File: src/rtl/project_pkg.sv
// Shared types for the project CPU control path: instruction set, ALU operations,
// register address type and controller state encoding.
package project_pkg;

  localparam int REG_ADDR_W = 2;

  typedef logic [REG_ADDR_W-1:0] regAddr;

  typedef enum logic [3:0] {
    NOP  = 4'h0,
    ADD  = 4'h1,
    ADDI = 4'h2,
    SUB  = 4'h3,
    AND  = 4'h4,
    OR   = 4'h5,
    NOT  = 4'h6,
    LW   = 4'h7,
    SW   = 4'h8,
    COPY = 4'h9,
    RO   = 4'hA,
    WO   = 4'hB,
    JEQ  = 4'hC,
    ZERO = 4'hD
  } e_instr;

  typedef enum logic [2:0] {
    ALU_NOP = 3'd0,
    ALU_ADD = 3'd1,
    ALU_SUB = 3'd2,
    ALU_AND = 3'd3,
    ALU_OR  = 3'd4,
    ALU_NOT = 3'd5
  } e_alu_op;

  typedef enum logic [2:0] {
    IDLE   = 3'd0,
    FETCH  = 3'd1,
    DECODE = 3'd2,
    IMM    = 3'd3,
    EXEC   = 3'd4,
    MEM    = 3'd5,
    TRAP   = 3'd6
  } e_ctrl_state;

  // Opcodes past ZERO are unassigned encodings.
  function automatic logic op_is_legal(input logic [3:0] op);
    return op <= 4'(ZERO);
  endfunction

  // Instructions that write the register file from the ALU in EXEC.
  function automatic logic op_writes_reg(input e_instr op);
    logic wr;
    case (op)
      ADD, ADDI, SUB, AND, OR, NOT, COPY, RO: wr = 1'b1;
      default:                                wr = 1'b0;
    endcase
    return wr;
  endfunction

endpackage

File: src/rtl/instr_decode.sv
// Combinational instruction decoder: splits IR into opcode and register fields
// and selects the ALU operation for the instruction.
module instr_decode
  import project_pkg::*;
#(
  parameter int WORD_W = 8,
  parameter int OP_W   = 4,
  parameter int RA_W   = 2
) (
  input  logic [WORD_W-1:0] ir,
  output e_instr            instr_op,
  output logic [RA_W-1:0]   rs,
  output logic [RA_W-1:0]   rt,
  output e_alu_op           alu_op,
  output logic              is_legal
);

  logic [OP_W-1:0] op_field;

  always_comb begin
    op_field = ir[WORD_W-1 -: OP_W];
    instr_op = e_instr'(op_field);
    rs       = ir[2*RA_W-1:RA_W];
    rt       = ir[RA_W-1:0];
    is_legal = op_is_legal(op_field);
    alu_op   = ALU_NOP;
    case (instr_op)
      ADD, ADDI: alu_op = ALU_ADD;
      SUB, JEQ:  alu_op = ALU_SUB;
      AND:       alu_op = ALU_AND;
      OR:        alu_op = ALU_OR;
      NOT:       alu_op = ALU_NOT;
      default:   alu_op = ALU_NOP;
    endcase
  end

endmodule

File: src/rtl/multicycle_controller.sv
// Multi-cycle CPU control unit: FETCH/DECODE/IMM/EXEC/MEM sequencing over a req/ack memory.
// Define MCTRL_TRAP_EN to add the trap output and lock up on undefined opcodes.
module multicycle_controller
  import project_pkg::*;
#(
  parameter int WORD_W = 8,
  parameter int OP_W   = 4,
  parameter int RA_W   = 2
) (
  input  logic              clk,
  input  logic              rst,
  input  logic [WORD_W-1:0] mem_rdata,
  input  logic              mem_ack,
  input  logic              zero,
  output logic              mem_req,
  output logic              mem_wr,
  output logic              addr_sel,
  output logic              ir_wr,
  output logic              imm_wr,
  output logic              pc_inc,
  output logic              pc_load,
  output e_alu_op           alu_op,
  output logic              alu_src,
  output logic              reg_wr,
  output logic              mem_to_reg,
  output e_instr            instr_op,
  output logic [RA_W-1:0]   rs,
  output logic [RA_W-1:0]   rt,
  output logic              busy
`ifdef MCTRL_TRAP_EN
  ,
  output logic              trap
`endif
);

`ifdef MCTRL_TRAP_EN
  localparam e_ctrl_state ILLEGAL_NEXT = TRAP;
`else
  localparam e_ctrl_state ILLEGAL_NEXT = FETCH;
`endif

  e_ctrl_state       state;
  logic [WORD_W-1:0] ir;
  e_alu_op           dec_alu_op;
  logic              dec_legal;

  instr_decode #(
    .WORD_W(WORD_W),
    .OP_W  (OP_W),
    .RA_W  (RA_W)
  ) u_decode (
    .ir      (ir),
    .instr_op(instr_op),
    .rs      (rs),
    .rt      (rt),
    .alu_op  (dec_alu_op),
    .is_legal(dec_legal)
  );

  always_ff @(posedge clk or posedge rst) begin
    if (rst) begin
      state <= IDLE;
      ir    <= '0;
    end else begin
      case (state)
        IDLE:  state <= FETCH;
        FETCH: begin
          if (mem_ack) begin
            ir    <= mem_rdata;
            state <= DECODE;
          end
        end
        DECODE: begin
          if (!dec_legal) begin
            state <= ILLEGAL_NEXT;
          end else begin
            case (instr_op)
              ADDI:      state <= IMM;
              LW, SW:    state <= MEM;
              NOP, ZERO: state <= FETCH;
              default:   state <= EXEC;
            endcase
          end
        end
        IMM:   if (mem_ack) state <= EXEC;
        EXEC:  state <= FETCH;
        MEM:   if (mem_ack) state <= FETCH;
        TRAP:  state <= TRAP;
        default: state <= IDLE;
      endcase
    end
  end

  // Strobes are decoded from state so an async reset removes mem_req at once;
  // ack-qualified strobes fire in the completing cycle.
  always_comb begin
    mem_req    = 1'b0;
    mem_wr     = 1'b0;
    addr_sel   = 1'b0;
    ir_wr      = 1'b0;
    imm_wr     = 1'b0;
    pc_inc     = 1'b0;
    pc_load    = 1'b0;
    alu_op     = ALU_NOP;
    alu_src    = 1'b0;
    reg_wr     = 1'b0;
    mem_to_reg = 1'b0;
    case (state)
      FETCH: begin
        mem_req = 1'b1;
        if (mem_ack) begin
          ir_wr  = 1'b1;
          pc_inc = 1'b1;
        end
      end
      IMM: begin
        mem_req = 1'b1;
        if (mem_ack) begin
          imm_wr = 1'b1;
          pc_inc = 1'b1;
        end
      end
      MEM: begin
        mem_req  = 1'b1;
        addr_sel = 1'b1;
        mem_wr   = (instr_op == SW);
        if (mem_ack && instr_op == LW) begin
          reg_wr     = 1'b1;
          mem_to_reg = 1'b1;
        end
      end
      EXEC: begin
        alu_op  = dec_alu_op;
        alu_src = (instr_op == ADDI);
        reg_wr  = op_writes_reg(instr_op);
        pc_load = (instr_op == JEQ) && zero;
      end
      default: ;
    endcase
  end

  assign busy = (state != IDLE);

`ifdef MCTRL_TRAP_EN
  assign trap = (state == TRAP);
`endif

endmodule
File: config.mk
export PLATFORM = sky130hd
export DESIGN_NAME = multicycle_controller
export DESIGN_NICKNAME = d
export VERILOG_FILES = /design/src/rtl/project_pkg.sv /design/src/rtl/instr_decode.sv /design/src/rtl/multicycle_controller.sv
export SDC_FILE = /design/constraint.sdc
export NUM_CORES = 1
export LEC_CHECK = 0
export ABC_AREA = 1
export CORE_ASPECT_RATIO = 0.5
export CORE_MARGIN = 5
export CORE_UTILIZATION = 25
export CTS_CLUSTER_DIAMETER = 30
export DETAILED_ROUTE_END_ITERATION = 7
export SLEW_MARGIN = 20
export SYNTH_ARGS = -nofsm -noshare
export SYNTH_HDL_FRONTEND = slang
export SYNTH_SLANG_ARGS = --single-unit
File: constraint.sdc
create_clock -name clk -period 1.47 [get_ports clk]
set_input_delay 0.294 -clock clk [delete_from_list [all_inputs] [get_ports clk]]
set_output_delay 0.294 -clock clk [all_outputs]
set_load 0.03 [all_outputs]
==> flow_summary.toml <==
[power_and_ir_drop]
power_density_mw_per_mm2 = 2210
ir_drop_mv = 1.15
totalPowerFinal_uw = 3760
p_leak_uw = 0.000818

[global_route]
grt_pass1_vias = 954
overflow = 0
grt_max_degree = 12
track_usage_pct = 11.1
grt_pass1_wl_microns = 4220
antenna_found_initial = 0

[setup_path]
cp_top_family = "flip-flops"
start_kind = "flop"
crit_buf_inv = 2
max_stage_delay_ps = 450
path_class = "flop to output port"
path_max_fanout = 5
cp_common_cell = "nor2_4"
cp_slowest_cell = "dfrtp_2"
endpoint_kind = "output port"
crit_arrival_ps = 1460
cp.required_ps = 1180
path_cells = "inv_4 > ha_4 > nor2_4 > o22a_1 > nor2_4 > buf_6"

[timing]
slew_violations = 0
post-route-min-period_ps = 1750
grt_setup_unrepaired = "yes"
fmax_ghz = 0.571
period_share_pct = 119
finalHoldViolations = 0
setup_slack_ps = -282
max-slew-margin-rel_pct = 72.5
whs_ps = 347
setup_viol = 12
worst_pin_slew_ps = 412
skew_ps = 3.48

[clock_network]
numCtsBuffers = 3
cts.sinks = 11
htreeDepth = 1
root_buffer = "clkbuf_8"
path_clk_slew_ps = 50
hold_buffers = 0
worstSkewPairLatency_ps = 230
cts.path.max_buffers = 2
tritoncts = "yes"

[yosys]
synth_fp_nets = 128
ys_top_cells_by_area = "dfrtp_1 (34%), nand2_1 (15%), nand2_2 (7.0%), nor2_1 (6.5%), ha_1 (6.2%)"
yosysWarnings = 0
synthFlopType = "dfrtp_1"
syn_area_per_cell_sq_um = 7.21
synth_area_leader_cell = "dfrtp_1"
synth_seq_area_share_pct = 34.1
yosys.area.top_type_share_pct = 34.1
post-synth-top-count-cell = "nand2_1"
netlist_area_sq_um = 807
synthTopCellsByCount = "nand2_1 (32), nor2_1 (14), inv_1 (12)"
synth_cells = 112
synth_edf_count = 0
async_flop_share_pct = 100
synth_cell_types = 19
ys_seq_elements = 11

[detailed_routing]
dr.pass1.iters = 4
wl_per_cell_microns = 12.0
dr_total_vias = 976
drt_iter0_drc = 15
drcViolationCount = 0
detail-route-antenna-nets = 0
via_per_inst = 4.42
wirelength_microns = 2650

[finish]
num-fill-cells = 292
fin_cells = 221
drive_above_1_share_pct = 63.0
fin_nets = 198
postLayoutCellArea_sq_mm = 0.00171
diodes = 0
area_growth_pct = 111

[floorplanning]
die_h_microns = 50.2
io_pins = 34
design.core.area_sq_mm = 0.00305
die_w_microns = 90.4
rows = 14
dieArea_sq_mm = 0.00453
start_util_pct = 26.5

[place]
place_area_sq_mm = 0.00139
post-dp-hpwl_microns = 1950
dp.cells = 206
io_buffers = 33
gp_congestion = 0.829

[job]
max_cap_viol_count = 0

[status]
outcome = "finished with violations"
violations = "negative setup slack"

[hold_path]
hold_class = "input pin to asynchronous set/reset pin"
## registers in the layout, summed over array words and instances (netlist names)
register and flops:
ir 8, state 3
## power by group
group / internal, uW / switching [uW]
combinational: 1280 / 1520
clock: 190 / 105
sequential: 461 / 213
total: 1930 / 1830
## cell families after synthesis
| group | after synthesis | share of synthesized area [%] |
|---|---|---|
| compound gates | 13 | 10.7 |
| fa+ha+maj | 4 | 6.20 |
| buf+inv | 16 | 10.1 |
| flops | 11 | 34.1 |
| simple gates | 68 | 38.9 |
## layer usage
metal	wire length (microns)	share of wire, %	track usage (%)	vias up
li1	-	-	-	493
met1	1140	43	13.3	455
met2	1360	51	20.5	22
met3	106	4.0	2.24	6
met4	44	1.7	3.47	0
met5	0	0	0	-
## worst reg2reg max path, cell delays in order (launching register included)
cell and delay, ps:
dfrtp_1 420, inv_2 80, nor2_4 160, inv_2 80, nor2_4 130, nand2_4 80
buf_4 130, buf_4 140, nand2_1 70, nand2_2 50
## layout by cell type (no fill, tap or decap), types with 5 or more instances in the layout
cell              n
clkdlybuf4s50_1  11
o21ai_2           5
inv_1             5
buf_4            31
nor2_1            6
dlygate4sd2_1     7
buf_6            15
dfrtp_2           5
nand2_2          17
nor2_4            6
inv_2             6
nand2_1          22
dfrtp_1           6
## per-stage QoR
step / setup slack (ps) / utilization [%] / TNS, ps
floorplan: -82.0 / - / -267
global placement: -145 / 45.6 / -322
detailed placement: -163 / 45.6 / -385
CTS: -279 / 53.2 / -2160
global route: -351 / 56.0 / -3180
finish: -282 / 56.0 / -2140
## worst paths after layout
kind | depth (start not counted) | slack, ps | endpoint | from
worst max-delay path | 6 | -280 | alu_op[0] | ir[5]$_DFFE_PP0P_
worst min-delay path | 2 | 350 | ir[1]$_DFFE_PP0P_ | rst
worst min register to register | 2 | 480 | ir[2]$_DFFE_PP0P_ | ir[2]$_DFFE_PP0P_
min in group clk | 2 | 480 | ir[2]$_DFFE_PP0P_ | ir[2]$_DFFE_PP0P_
worst max register to register | 9 | 30 | ir[2]$_DFFE_PP0P_ | state[0]$_DFFE_PP0P_
max in group asynchronous | 2 | 810 | ir[4]$_DFFE_PP0P_ | rst
## cell type report
cell class	count	area, sq um	area share [%]
clock buffers	4	45.0	2.64
inverters	15	68.8	4.03
multi-input cells	85	648	38.0
repair buffers	66	613	35.9
well taps	40	50.0	2.93
flip-flops and latches	11	282	16.5
## timing repair
item / 4_1_cts / 5_1_grt
buffers inserted: 9 / 7
pin swaps: 7 / 7
endpoints found under the hold margin: 0 / 0
gates cloned: 0 / 1
endpoints found under the setup margin: 20 / 17
resized for setup: 44 / 22
Note: power is estimated with default switching activity, not from simulation.
